**config.mk**
```make
export PLATFORM = sky130hd
export DESIGN_NAME = arbiter_client
export DESIGN_NICKNAME = d
export VERILOG_FILES = /design/src/rtl/arbiter_client.sv
export SDC_FILE = /design/constraint.sdc
export NUM_CORES = 1
export LEC_CHECK = 0
export BUFFER_PORTS_ARGS = -buffer_cell sky130_fd_sc_hd__buf_2
export CORE_MARGIN = 3
export CORE_UTILIZATION = 35
export DETAILED_ROUTE_END_ITERATION = 8
export GPL_TIMING_DRIVEN = 0
export PLACE_DENSITY = 0.53
export SYNTH_ARGS = -nofsm -noshare
export SYNTH_HDL_FRONTEND = slang
export SYNTH_SLANG_ARGS = --single-unit
```
**constraint.sdc**
```tcl
create_clock -name clock -period 5.1 [get_ports clock]
set_clock_uncertainty 0.2 [all_clocks]
set_input_delay 0.51 -clock clock [delete_from_list [all_inputs] [get_ports clock]]
set_output_delay 0.51 -clock clock [all_outputs]
set_load 0.05 [all_outputs]
```
**src/rtl/arbiter_client.sv**
```systemverilog
// arbiter_client
//   Client-side requester for a round-robin arbiter. A burst of burst_len
//   granted beats is requested on start. Once granted, each cycle with gnt
//   high is one beat. Losing gnt mid-burst puts the client back into
//   REQUEST, and the remaining beats are kept. Waiting too long for a grant
//   abandons the burst. Every finished or abandoned burst is followed by a
//   holdoff period with req low.
//
// Parameters
//   TIMEOUT_CYCLES : cycles spent in REQUEST without a grant before giving up
//   HOLDOFF_CYCLES : cycles with req low after a burst/timeout (0 acts as 1)
//
// Ports
//   clock      in   rising-edge clock
//   reset      in   asynchronous active-high reset
//   start      in   request a burst (sampled only in IDLE)
//   burst_len  in   [3:0] beats wanted, sampled with start
//   gnt        in   grant from the arbiter
//   req        out  request to the arbiter (REQUEST or TRANSFER)
//   xfer_valid out  this cycle is a transfer beat
//   busy       out  high in every state except IDLE
//   done       out  one-cycle pulse when a burst completes
//   timeout    out  one-cycle pulse when a request is abandoned
//   beats_left out  [3:0] beats still owed in the current burst
module arbiter_client #(
    parameter int TIMEOUT_CYCLES = 15,
    parameter int HOLDOFF_CYCLES = 2
) (
    input  logic       clock,
    input  logic       reset,
    input  logic       start,
    input  logic [3:0] burst_len,
    input  logic       gnt,
    output logic       req,
    output logic       xfer_valid,
    output logic       busy,
    output logic       done,
    output logic       timeout,
    output logic [3:0] beats_left
);

    localparam int WAIT_W = (TIMEOUT_CYCLES < 2) ? 1 : $clog2(TIMEOUT_CYCLES + 1);
    localparam int HOLD_W = (HOLDOFF_CYCLES < 2) ? 1 : $clog2(HOLDOFF_CYCLES + 1);
    localparam logic [WAIT_W-1:0] WAIT_MAX   = '1;
    localparam logic [WAIT_W-1:0] WAIT_LIMIT = WAIT_W'(TIMEOUT_CYCLES);
    localparam logic [HOLD_W-1:0] HOLD_LOAD  = HOLD_W'(HOLDOFF_CYCLES);

    typedef enum logic [1:0] {
        IDLE,
        REQUEST,
        TRANSFER,
        HOLD
    } state_t;

    state_t            state;
    logic [WAIT_W-1:0] wait_cnt;
    logic [WAIT_W-1:0] wait_inc;
    logic [HOLD_W-1:0] hold_cnt;

    // Saturating increment: the counter sticks at its maximum instead of wrapping.
    assign wait_inc = (wait_cnt == WAIT_MAX) ? wait_cnt : wait_cnt + WAIT_W'(1);

    // Decoded straight from the state register, so reset clears them immediately.
    assign req        = (state == REQUEST) || (state == TRANSFER);
    assign busy       = (state != IDLE);
    assign xfer_valid = (state == TRANSFER) && gnt;

    always_ff @(posedge clock or posedge reset) begin
        if (reset) begin
            state      <= IDLE;
            beats_left <= 4'd0;
            wait_cnt   <= '0;
            hold_cnt   <= '0;
            done       <= 1'b0;
            timeout    <= 1'b0;
        end else begin
            done    <= 1'b0;
            timeout <= 1'b0;
            case (state)
                IDLE: begin
                    if (start) begin
                        if (burst_len != 4'd0) begin
                            beats_left <= burst_len;
                            wait_cnt   <= '0;
                            state      <= REQUEST;
                        end else begin
                            // Empty burst completes at once without touching the arbiter.
                            done <= 1'b1;
                        end
                    end
                end
                REQUEST: begin
                    // The grant edge only accepts; beats start in TRANSFER.
                    if (gnt) begin
                        state <= TRANSFER;
                    end else begin
                        wait_cnt <= wait_inc;
                        if (wait_inc >= WAIT_LIMIT) begin
                            timeout  <= 1'b1;
                            hold_cnt <= HOLD_LOAD;
                            state    <= HOLD;
                        end
                    end
                end
                TRANSFER: begin
                    if (gnt) begin
                        beats_left <= beats_left - 4'd1;
                        if (beats_left == 4'd1) begin
                            done     <= 1'b1;
                            hold_cnt <= HOLD_LOAD;
                            state    <= HOLD;
                        end
                    end else begin
                        // Preempted: re-request the remaining beats with a fresh wait budget.
                        wait_cnt <= '0;
                        state    <= REQUEST;
                    end
                end
                HOLD: begin
                    // A load of 0 or 1 both give a single holdoff cycle.
                    if (hold_cnt <= HOLD_W'(1)) begin
                        state <= IDLE;
                    end else begin
                        hold_cnt <= hold_cnt - HOLD_W'(1);
                    end
                end
                default: state <= IDLE;
            endcase
        end
    end

endmodule

```
==> impl_metrics.py <==
metrics = {
    "sta": {
        "hold_viol_final": 0,
        "rsz0062_at_grt": "no",
        "tightest_slew_ns": 0.614,
        "fmax_mhz": 428,
        "setup_slack_ns": 2.76,
        "relSlewSlack_pct": 59.1,
        "slew_viol_final": 0,
        "final.setup.tns_ns": 0,
        "post-route-min-period_ns": 2.34,
        "fin_crit_sh_pct": 45.9,
        "setup_viol": 0,
    },
    "global_routing": {
        "antenna_found_initial": 0,
        "grt_usage_pct": 13.2,
        "grt_pass1_wl_um": 3550,
        "gr-total-overflow": 0,
        "grt_max_degree": 15,
        "grt_pass1_vias": 745,
    },
    "final_layout": {
        "postLayoutCoreUtil_pct": 44.7,
        "layout-drive-gt1-share_pct": 23.4,
        "diodes": 0,
        "n_fill_cell": 264,
        "seqCellArea_um2": 350,
        "design_area_um2": 1180,
        "fin_nets": 142,
        "syn_to_final_growth_pct": 15.0,
        "fin_cells": 154,
        "multi_input_area_um2": 631,
    },
    "placed_design": {
        "post-dp-hpwl_um": 1620,
        "place_congestion": 0.835,
        "dp.cells": 150,
        "dp_slack_ns": 2.79,
        "port_buffers": 16,
        "post_dp_cell_area_um2": 1140,
    },
    "worst_setup_path": {
        "critPathLaunch": "state[0]$_DFFE_PP0P_",
        "reg2regPathDepth": 6,
        "worstReg2RegEnd": "wait_cnt[0]$_DFFE_PP0P_",
        "worstPathMaxFanout": 7,
        "cp-endpoint": "xfer_valid",
        "ff2ff_setup_slack_ns": 2.77,
        "r2r_start": "state[0]$_DFFE_PP0P_",
        "start_kind": "register",
        "worstSetupEndpointType": "output pin",
        "cp.arrival_ns": 1.63,
        "critical_path_class": "register to output pin",
        "required_ns": 4.39,
    },
    "status": {
        "outcome": "complete, no violations",
    },
    "floorplan": {
        "fp.dieArea_um2": 3610,
        "start_util_pct": 38.8,
        "die_h_um": 60.1,
        "dieWidth_um": 60.1,
        "num_rows": 18,
        "coreArea_um2": 2640,
        "ios": 17,
    },
    "cts": {
        "cts_buffer_depth": 2,
        "postCtsSetupRepairBufs": 0,
        "cts_root_buf": "clkbuf_4",
        "cts_resized": 0,
        "cts_tree": "yes",
        "cts.sink_count": 14,
        "hold_buffers": 0,
        "clk_pin_slew_ns": 0.09,
        "cts_buffers": 3,
        "ctsHtreeMaxLevel": 1,
        "insertion_delay_ns": 0.29,
    },
    "logic_synthesis": {
        "synth.distinct_cells": 41,
        "synth-main-ff-cell": "dfrtp_1",
        "syn_area_per_cell_um2": 9.84,
        "synth.net_count": 121,
        "synthArstFlopShare_pct": 100,
        "synth_edf_count": 0,
        "yosysMostFrequentCell": "dfrtp_1",
        "synth_common_cells": "dfrtp_1, ha_1, inv_1",
        "synth_top_area_cell": "dfrtp_1",
        "synth_cells": 104,
        "synth_area_leaders": "dfrtp_1, ha_1, nand2b_1",
        "synth_top_cell_area_share_pct": 34.2,
        "syn_area_um2": 1020,
        "ys_seq_area_share_pct": 34.2,
        "ys_ff_latch": 14,
        "ys_warn_count": 0,
    },
    "power_and_ir_drop": {
        "p_leak_nw": 0.534,
        "powerDensity_nw_per_um2": 608,
        "ir_drop_v": 0.000518,
    },
    "routing": {
        "finalWirelength_um": 2140,
        "drcViolationCount": 0,
        "num_vias": 857,
        "via_per_inst": 5.56,
        "wl_met3_um": 133,
        "met2_length_um": 932,
        "wl_per_cell_um": 13.9,
        "firstDrtPassIters": 3,
        "drtIter0Drc": 44,
        "wl_met1_um": 1060,
        "highest-signal-layer": "met4",
        "antenna_left": 0,
    },
    "flow_run": {
        "drv_cap": 0,
    },
    "min_path": {
        "hp-class": "input pin to asynchronous set/reset pin",
    },
}
-- report_power, final --
| part | total (W) | leakage [nW] | internal [W] | switching (W) |
|---|---|---|---|---|
| registers | 0.000191 | 0.176 | 0.000147 | 0.0000440 |
| logic | 0.000440 | 0.337 | 0.000156 | 0.000285 |
| clock network | 0.0000846 | 0.0210 | 0.0000435 | 0.0000411 |
| total | 0.000716 | 0.534 | 0.000346 | 0.000370 |
-- routing by layer --
layer	vias up	GRT usage, %
met1	404	19.1
met4	0	2.85
li1	434	-
met5	-	0
met2	17	18.8
met3	2	4.32
-- flip-flops by register name (all words and copies together), names as in the netlist --
signal	cells
wait_cnt	4
done	1
state	2
hold_cnt	2
timeout	1
beats_left	4
-- worst max-delay path, stage by stage, from the launching register on --
cell and delay, ns:
dfrtp_1 0.47, inv_1 0.13, ha_1 0.23, nand2_1 0.12, inv_1 0.11, buf_2 0.27
-- cell type report --
| class | instances | area share [%] |
|---|---|---|
| inverters | 9 | 2.87 |
| clock buffers | 4 | 3.08 |
| well taps | 30 | 3.19 |
| repair buffers | 16 | 6.80 |
| multi-input cells | 79 | 53.6 |
| plain buffers | 2 | 0.744 |
| flip-flops and latches | 14 | 29.8 |
-- metrics by stage --
stage               total power, W  hold WS, ns
floorplan                 0.000547        0.199
global placement          0.000631        0.328
CTS                       0.000724       0.0767
global route              0.000779       0.0943
finish                    0.000716       0.0525
detailed placement        0.000637        0.334
-- how the worst min path moves through the flow --
stage / startpoint / endpoint / slack (ns) / depth (start not counted)
after global placement: hold_cnt[1]$_DFFE_PP0P_ / hold_cnt[1]$_DFFE_PP0P_ / 0.33 / 2
final: reset / wait_cnt[2]$_DFFE_PP0P_ / 0.05 / 2
after detailed placement: hold_cnt[0]$_DFFE_PP0P_ / hold_cnt[0]$_DFFE_PP0P_ / 0.33 / 1
after global routing: reset / wait_cnt[1]$_DFFE_PP0P_ / 0.09 / 2
after CTS: reset / wait_cnt[2]$_DFFE_PP0P_ / 0.08 / 2
after floorplan: reset / beats_left[0]$_DFFE_PP0P_ / 0.20 / 1
-- cell families after synthesis --
family | Yosys count | synth area share (%)
buffers and inverters | 11 | 4.16
muxes | 3 | 3.54
and+or+nand+nor | 32 | 19.3
AOI/OAI and AO/OA | 35 | 27.8
adders and majority gates | 9 | 11.0
DFF | 14 | 34.2
-- cells in the final DEF (no fill, tap or decap), drive strengths merged, types with 2 or more instances in the layout --
cell,netlist,final
a221oi,2,2
a21oi,8,8
clkbuf,1,5
mux2,2,2
nand2,3,3
a41oi,4,4
dfrtp,14,14
buf,1,17
ha,9,9
o21ai,8,8
nor2,5,5
nand2b,7,7
and4bb,2,2
nand3,5,5
inv,9,9
nor2b,2,2
Power figures use the tool's default switching activity.
